## src/rtl/ctrl_conditioner_if.sv

```systemverilog
// Button-conditioner bus: raw button/frame inputs and conditioned outputs.
// slave = conditioner side, master = driver/consumer side.
interface ctrl_conditioner_if #(
    parameter int N_BTN = 6
);
    logic [N_BTN-1:0] i_btn;
    logic             i_frame;
    logic [N_BTN-1:0] o_db;
    logic [N_BTN-1:0] o_press;
    logic [N_BTN-1:0] o_release;
    logic             o_any;
    logic [N_BTN-1:0] o_ctrl;

    modport slave (
        input  i_btn, i_frame,
        output o_db, o_press, o_release, o_any, o_ctrl
    );

    modport master (
        output i_btn, i_frame,
        input  o_db, o_press, o_release, o_any, o_ctrl
    );
endinterface

```

## src/rtl/ctrl_conditioner.sv

```systemverilog
// ctrl_conditioner: raw buttons -> 2-flop sync -> per-bit debounce ->
// edge pulses -> frame-aligned control word for the sprite stage.
// Optional feature macro: CTRL_AUTOREPEAT_EN (frame-based auto-repeat of
// o_press while a button is held). Default build has no repeat logic.
module ctrl_conditioner #(
    parameter int N_BTN        = 6,
    parameter int DEBOUNCE_CYC = 200000,
    parameter int REPEAT_DELAY = 30,
    parameter int REPEAT_RATE  = 6
) (
    input  logic                i_clk_pix,
    input  logic                i_rst_n,
    ctrl_conditioner_if.slave   bus
);
    localparam int CNTW = $clog2(DEBOUNCE_CYC + 1);

    // Parameter sanity: elaboration-time only.
    if (DEBOUNCE_CYC < 2) begin : g_bad_deb
        $error("DEBOUNCE_CYC must be >= 2");
    end
    if (REPEAT_DELAY < 2 || REPEAT_RATE < 1 || REPEAT_RATE > REPEAT_DELAY) begin : g_bad_rpt
        $error("REPEAT_DELAY/REPEAT_RATE out of range");
    end

    logic [N_BTN-1:0]           s1, s2;
    logic [N_BTN-1:0][CNTW-1:0] cnt;
    logic [N_BTN-1:0]           db, press, release_q, ctrl, pend;
    logic                       any;
    logic [N_BTN-1:0]           rise, fall, rpt;

    assign bus.o_db      = db;
    assign bus.o_press   = press;
    assign bus.o_release = release_q;
    assign bus.o_any     = any;
    assign bus.o_ctrl    = ctrl;

    // Acceptance of a debounced edge this cycle (count saturated while differing).
    always_comb begin
        rise = '0;
        fall = '0;
        for (int i = 0; i < N_BTN; i++) begin
            if (s2[i] != db[i] && cnt[i] == CNTW'(DEBOUNCE_CYC - 1)) begin
                rise[i] = s2[i];
                fall[i] = ~s2[i];
            end
        end
    end

`ifdef CTRL_AUTOREPEAT_EN
    localparam int HCW = $clog2(REPEAT_DELAY + 1);
    logic [N_BTN-1:0][HCW-1:0] hc;

    // Repeat fires on the frame where the held count reaches its limit.
    always_comb begin
        rpt = '0;
        for (int i = 0; i < N_BTN; i++)
            rpt[i] = bus.i_frame & db[i] & (hc[i] == HCW'(REPEAT_DELAY - 1));
    end

    // Per-bit held-frame counters; first repeat after REPEAT_DELAY frames,
    // then every REPEAT_RATE frames by reloading part-way.
    always_ff @(posedge i_clk_pix) begin
        if (!i_rst_n) begin
            hc <= '0;
        end else begin
            for (int i = 0; i < N_BTN; i++) begin
                if (!db[i])
                    hc[i] <= '0;
                else if (bus.i_frame) begin
                    if (rpt[i])
                        hc[i] <= HCW'(REPEAT_DELAY - REPEAT_RATE);
                    else
                        hc[i] <= hc[i] + HCW'(1);
                end
            end
        end
    end
`else
    assign rpt = '0;
`endif

    // Sync, debounce, edge pulses and the frame-aligned control latch.
    always_ff @(posedge i_clk_pix) begin
        if (!i_rst_n) begin
            s1        <= '0;
            s2        <= '0;
            cnt       <= '0;
            db        <= '0;
            press     <= '0;
            release_q <= '0;
            any       <= 1'b0;
            ctrl      <= '0;
            pend      <= '0;
        end else begin
            s1 <= bus.i_btn;
            s2 <= s1;
            for (int i = 0; i < N_BTN; i++) begin
                if (s2[i] == db[i])
                    cnt[i] <= '0;
                else if (cnt[i] == CNTW'(DEBOUNCE_CYC - 1)) begin
                    db[i]  <= s2[i];
                    cnt[i] <= '0;
                end else
                    cnt[i] <= cnt[i] + CNTW'(1);
            end
            press     <= rise | rpt;
            release_q <= fall;
            any       <= |(rise | rpt);
            // Frame clear wins over a coincident press; db already holds the bit.
            if (bus.i_frame) begin
                ctrl <= db | pend;
                pend <= '0;
            end else begin
                pend <= pend | press;
            end
        end
    end
endmodule

```

## src/flat_wrapper.sv

```systemverilog
// flat-port wrapper written by rule: the top's interface ports become plain ports
module ctrl_conditioner_flat 
#(
    parameter int N_BTN        = 6,
    parameter int DEBOUNCE_CYC = 200000,
    parameter int REPEAT_DELAY = 30,
    parameter int REPEAT_RATE  = 6
)
  (i_clk_pix, i_rst_n, bus_i_btn, bus_i_frame, bus_o_db, bus_o_press, bus_o_release, bus_o_any, bus_o_ctrl);
  ctrl_conditioner_if #(.N_BTN(N_BTN)) bus_i ();
  input  logic i_clk_pix;
  input  logic i_rst_n;
  input wire logic [$bits(bus_i.i_btn)-1:0] bus_i_btn;
  input wire logic [$bits(bus_i.i_frame)-1:0] bus_i_frame;
  output wire logic [$bits(bus_i.o_db)-1:0] bus_o_db;
  output wire logic [$bits(bus_i.o_press)-1:0] bus_o_press;
  output wire logic [$bits(bus_i.o_release)-1:0] bus_o_release;
  output wire logic [$bits(bus_i.o_any)-1:0] bus_o_any;
  output wire logic [$bits(bus_i.o_ctrl)-1:0] bus_o_ctrl;
  assign bus_i.i_btn = bus_i_btn;
  assign bus_i.i_frame = bus_i_frame;
  assign bus_o_db = bus_i.o_db;
  assign bus_o_press = bus_i.o_press;
  assign bus_o_release = bus_i.o_release;
  assign bus_o_any = bus_i.o_any;
  assign bus_o_ctrl = bus_i.o_ctrl;
  ctrl_conditioner #(.N_BTN(N_BTN), .DEBOUNCE_CYC(DEBOUNCE_CYC), .REPEAT_DELAY(REPEAT_DELAY), .REPEAT_RATE(REPEAT_RATE)) u_core (.i_clk_pix(i_clk_pix), .i_rst_n(i_rst_n), .bus(bus_i));
endmodule
```

## config.mk

```make
export PLATFORM = sky130hd
export DESIGN_NAME = ctrl_conditioner_flat
export DESIGN_NICKNAME = d
export VERILOG_FILES = /design/src/rtl/ctrl_conditioner_if.sv /design/src/rtl/ctrl_conditioner.sv /design/src/flat_wrapper.sv
export SDC_FILE = /design/constraint.sdc
export NUM_CORES = 1
export LEC_CHECK = 0
export BUFFER_PORTS_ARGS = -buffer_cell sky130_fd_sc_hd__buf_2
export CAP_MARGIN = 20
export CORE_UTILIZATION = 62
export CTS_CLUSTER_SIZE = 12
export DETAILED_ROUTE_END_ITERATION = 12
export PLACE_DENSITY = 0.81
export REMOVE_ABC_BUFFERS = 1
export SLEW_MARGIN = 20
export SYNTH_ARGS = -nofsm -noshare
export SYNTH_HDL_FRONTEND = slang
export SYNTH_SLANG_ARGS = --single-unit
export TNS_END_PERCENT = 10
```

## constraint.sdc

```tcl
create_clock -name i_clk_pix -period 2.8 [get_ports i_clk_pix]
set_input_delay 0.7 -clock i_clk_pix [delete_from_list [all_inputs] [get_ports i_clk_pix]]
set_output_delay 0.7 -clock i_clk_pix [all_outputs]
set_load 0.05 [all_outputs]
```

==> impl_metrics.toml, run 1 <==
[die]
die_w_um = 102
coreArea_mm2 = 0.00977
ios = 34
die_h_um = 102
rows = 36
start_util_pct = 63.7
dieArea_mm2 = 0.0104

[setup_path]
timing.rr.start = "u_core.cnt[18]"
cp.depth = 1
r2r_cells = 5
cp_num_buf_inv = 1
r2r-end = "u_core.cnt[27]"
cp_cell_sequence = "buf_2"
crit_family = "flip-flops"
slowest_delay_ps = 450
cp-start-kind = "flip-flop"
crit_start = "u_core.bus.o_db[0]"
worstPathMaxFanout = 7
end_kind = "output port"
r2r_slack_ps = 860
cp_data_required_time_ps = 2100
critical_path_class = "reg2out"
arrival_ps = 1300
cpMaxStageDelayCell = "dfxtp_1"
cp-endpoint = "bus_o_db[0]"

[worst_hold_path]
hp-class = "in2reg"
whs_path_depth = 2

[global_routing]
grt_pass1_wl_um = 20700
first_global_vias = 4603
antenna_found_initial = 0
grt_max_degree = 36
gr-usage-all-layers_pct = 25.6
grt-ovfl-total = 0

[pwr]
peakVddDrop_mv = 0.500
p_per_area_mw_per_mm2 = 636
leakagePower_uw = 0.00239
total_power_uw = 4530

[synthesis]
synth_warnings = 0
netlist_instances = 704
avgSynthCellArea_um2 = 8.85
ys_ff_latch = 151
synth_area_mm2 = 0.00623
synth_cell_types = 39
ys_seq_area_share_pct = 48.5

[clock_tree]
clk_path_buf_depth = 2
cts_hold_buffers = 0
cts-buffers-inserted = 17
clk_latency_ps = 520
ctsRootBufferMaster = "clkbuf_8"
cts-resized-gates = 0
cts_setup_buffers = 0
clkTransAtPathRegs_ps = 60
h-tree-depth = 4
cts_num_sinks = 151
cts_tree = "done"

[cells_and_area]
diodes = 0
multi_input_comb_area_mm2 = 0.00303
ff_latch_area_mm2 = 0.00302
final_nets = 756
fillers = 738
drive_above_1_share_pct = 10.2
syn_to_final_growth_pct = 14.2

[status]
status = "finished clean"

[routing]
wire_per_inst_um = 14.2
num_vias = 5084
routed_via_density = 5.73
drc = 0
routed.top_layer = "met4"
met2WireLength_um = 6250
final_antenna_net_count = 0
dr_wl_met3_um = 480
drt-initial-drc-count = 197
wl_met1_um = 5620
dr.pass1.iters = 5
routed_wl_um = 12600

[sta]
setup_tns_ps = 0
period_needed_ps = 2000
fmax_mhz = 500
final_hold_viol_count = 0
slew_violations = 0
fin_skew_ps = 5.59
maxSlewHeadroom_pct = 63.6
setup_viol_count_final = 0
worst_slew_pin_slew_ps = 546
grt_setup_unrepaired = "false"
fin_crit_sh_pct = 71.5

[placement]
dp_hpwl_um = 8390
port_buffers = 33
gp_congestion = 0.828

[flow_run]
maxCapViolations = 0
[stage by stage]
step	worst slack [ps]	std cells	area (um^2)	utilization [%]	hold WS (ps)
floorplan	948	684	6140	-	412
global placement	871	855	6510	66.6	414
detailed placement	817	855	6510	66.6	422
CTS	781	887	7110	72.7	356
global route	725	887	7110	72.7	370
finish	798	887	7110	72.7	382
[cells in the final DEF (no fill, tap or decap), types with 9 or more instances in the layout]
master,count
clkbuf_16,16
dfxtp_1,151
xnor2_1,30
or4_1,10
and4_1,9
and3_1,17
o21ai_0,37
nor4_1,14
buf_2,33
and2_1,24
nand3_1,41
nand4_1,25
xor2_1,34
inv_1,22
nor2b_1,11
nand2_1,30
a21oi_1,45
or3_1,30
nor2_1,99
[cells by family after synthesis]
family	count (synthesis)	synth area share [%]
flops	151	48.5
compound gates	99	8.86
fa+ha+maj	6	1.21
xor+xnor	64	9.00
buf+inv	43	2.79
simple gates	341	29.6
[layout make-up]
cell class,count,share of cell area (%)
clock buffers,18,6.02
clock inverters,14,2.45
inverters,23,1.21
multi-input cells,510,42.6
flip-flops and latches,151,42.5
well taps,133,2.34
repair buffers,38,2.85
[metal layers]
layer / up-vias / track usage [%]
met1: 2405 / 29.7
met2: 98 / 44.2
met5: - / 0
met4: 0 / 11.4
met3: 23 / 6.84
li1: 2558 / -
[power breakdown]
group	internal (uW)	leakage, uW	switching (uW)
combinational	20.6	0.000871	52.9
clock	1390	0.000296	891
sequential	2160	0.00122	7.93
[state kept, by name, summed over array words and instances, names as in the netlist]
signal,cells
u_core.bus.o_any,1
u_core.bus.o_ctrl,6
u_core.bus.o_db,6
u_core.bus.o_press,6
u_core.bus.o_release,6
u_core.cnt,108
u_core.pend,6
u_core.s1,6
u_core.s2,6
[worst min-delay path by stage]
stage,slack (ps),end,startpoint
3_5_place_dp,420,u_core.s2[1],u_core.s1[1]
5_1_grt,370,u_core.s1[1],bus_i_btn[1]
3_3_place_gp,410,u_core.s2[3],u_core.s1[3]
2_1_floorplan,410,u_core.s2[0],u_core.s1[0]
4_1_cts,360,u_core.s1[3],bus_i_btn[3]
6_report,380,u_core.s1[3],bus_i_btn[3]
[cells in the mapped netlist (all sizes together)]
cell | n | area (um^2)
a21bo | 1 | 10.0
a21o | 1 | 7.51
a21oi | 45 | 225
and2 | 25 | 156
and3 | 19 | 121
and4 | 9 | 78.8
and4b | 2 | 20.0
buf | 10 | 50.1
clkbuf | 10 | 37.5
clkinv | 1 | 3.75
dfxtp | 151 | 3020
ha | 6 | 75.1
inv | 22 | 82.6
nand2 | 30 | 113
nand2b | 3 | 18.8
nand3 | 42 | 215
nand4 | 25 | 156
nand4b | 1 | 8.76
nand4bb | 1 | 11.3
nor2 | 99 | 372
nor2b | 11 | 68.8
nor3 | 7 | 35.0
nor4 | 14 | 87.6
nor4b | 4 | 35.0
nor4bb | 6 | 60.1
o211ai | 1 | 7.51
o21ai | 37 | 185
o221ai | 4 | 35.0
o31ai | 7 | 52.6
o32ai | 2 | 17.5
o41a | 1 | 11.3
or3 | 33 | 210
or4 | 10 | 75.1
xnor2 | 30 | 263
xor2 | 34 | 298
[worst reg2reg max path, delay by kind of cell (launching register included)]
| kind | cells | cell delay, ps |
|---|---|---|
| DFF | 1 | 370 |
| and+or+nand+nor | 3 | 710 |
| adders and majority gates | 1 | 220 |
| AOI/OAI and AO/OA | 1 | 500 |
(Power assumes the default switching activity.)
==> inputs of run 2 (changes only) <==
Settings changed: CORE_UTILIZATION 62 to 60, PLACE_DENSITY 0.81 to 0.79.
Clock period 2.8 ns to 2.07 ns, I/O delays scaled along.
==> impl_metrics.toml, run 2 (synthesis results as in run 1) <==
[worst_hold_path]
hp-class = "in2reg"
whs_path_depth = 2

[setup_path]
arrival_ps = 2400
slowest_delay_ps = 610
end_kind = "flip-flop"
cp-start-kind = "flip-flop"
cp.depth = 5
cp_cell_sequence = "ha_1 -> nand2_1 -> or4_1 -> or3_1 -> a21oi_1"
r2r_cells = 5
worstPathMaxFanout = 4
cp_num_buf_inv = 0
cp_data_required_time_ps = 2530
crit_family = "simple AND/OR/NAND/NOR gates"
critical_path_class = "reg2reg"
cpMaxStageDelayCell = "or4_1"

[sta]
setup_viol_count_final = 0
worst_slew_pin_slew_ps = 425
maxSlewHeadroom_pct = 71.4
period_needed_ps = 1940
fmax_mhz = 516
grt_setup_unrepaired = "false"
fin_skew_ps = 9.16
final_hold_viol_count = 0
fin_crit_sh_pct = 93.6
slew_violations = 0
setup_tns_ps = 0
layout_setup_ws_ps = 132

[global_routing]
first_global_vias = 4790
antenna_found_initial = 0
grt-ovfl-total = 0
grt_max_degree = 26
grt_pass1_wl_um = 21600
gr-usage-all-layers_pct = 24.5

[placement]
place_worst_setup_slack_ps = 187
port_buffers = 33
dp_hpwl_um = 8640
dp_cells = 859
gp_congestion = 0.875

[pwr]
leakagePower_uw = 0.00241
p_per_area_mw_per_mm2 = 864
peakVddDrop_mv = 0.950

[cells_and_area]
drive_above_1_share_pct = 10.7
final_cell_mix = "dfxtp_1 (151), nor2_1 (99), a21oi_1 (45)"
fin_util_pct = 72.2
top_register = "u_core.cnt"
diodes = 0
final_common_cell = "dfxtp_1"
final_nets = 760
instances_no_fill = 891
syn_to_final_growth_pct = 14.9
largest_reg_flops = 108

[clock_tree]
cts_tree = "done"
cts_setup_buffers = 0
ctsRootBufferMaster = "clkbuf_8"
h-tree-depth = 4
cts_hold_buffers = 0
clk_latency_ps = 530
clk_path_buf_depth = 2
cts-resized-gates = 0
cts_num_sinks = 151
cts-buffers-inserted = 17
clkTransAtPathRegs_ps = 70

[routing]
wire_per_inst_um = 14.4
drt-initial-drc-count = 254
num_vias = 5153
dr.pass1.iters = 5
drc = 0
final_antenna_net_count = 0
routed_via_density = 5.78
routed_wl_um = 12800

[die]
die_h_um = 104
coreArea_mm2 = 0.00991
rows = 36
dieArea_mm2 = 0.0108
start_util_pct = 62.8
ios = 34
die_w_um = 104

[status]
status = "finished clean"

[flow_run]
maxCapViolations = 0
-- run 2: through the flow --
step           total power (uW)  cell area, um^2  hold slack [ps]
6_report                   6180             7160              189
3_3_place_gp               3100             6550              415
4_1_cts                    6220             7160              179
2_1_floorplan              3060             6140              412
5_1_grt                    6340             7160              187
3_5_place_dp               3110             6550              419
-- run 2: path summary, 6_finish.rpt --
kind	slack [ps]	to	start
worst max-delay path	130	u_core.cnt[104]	u_core.cnt[90]
worst min-delay path	190	u_core.s1[1]	bus_i_btn[1]
worst max register to register	130	u_core.cnt[104]	u_core.cnt[90]
worst min register to register	430	u_core.s2[3]	u_core.s1[3]
-- run 2: power by group --
part	leakage, uW	internal [uW]	switching (uW)	total, uW
logic	0.000895	33.0	74.6	108
registers	0.00122	2930	10.6	2940
clock network	0.000292	1870	1270	3140
-- run 2: worst register-to-register path, delay by kind of cell, from the launching register on --
family,cells,cell delay (ps)
adder cells (fa/ha/maj),1,250
AND/OR/NAND/NOR,3,1070
flip-flops,1,390
AO/OA/AOI/OAI,1,160
-- run 2: area by class of cell --
type	count	area, um^2
clock inverters	15	191
fillers	739	2750
multi-input cells	510	3030
inverters	23	86.3
repair buffers	42	245
clock buffers	17	414
flip-flops and latches	151	3020
well taps	133	166
-- run 2: routing by layer --
layer	track usage, %	routed length [um]	up-vias
met1	28.1	5590	2456
met3	5.89	504	24
li1	-	-	2566
met4	10.0	237	0
met5	0	0	-
met2	43.8	6500	107
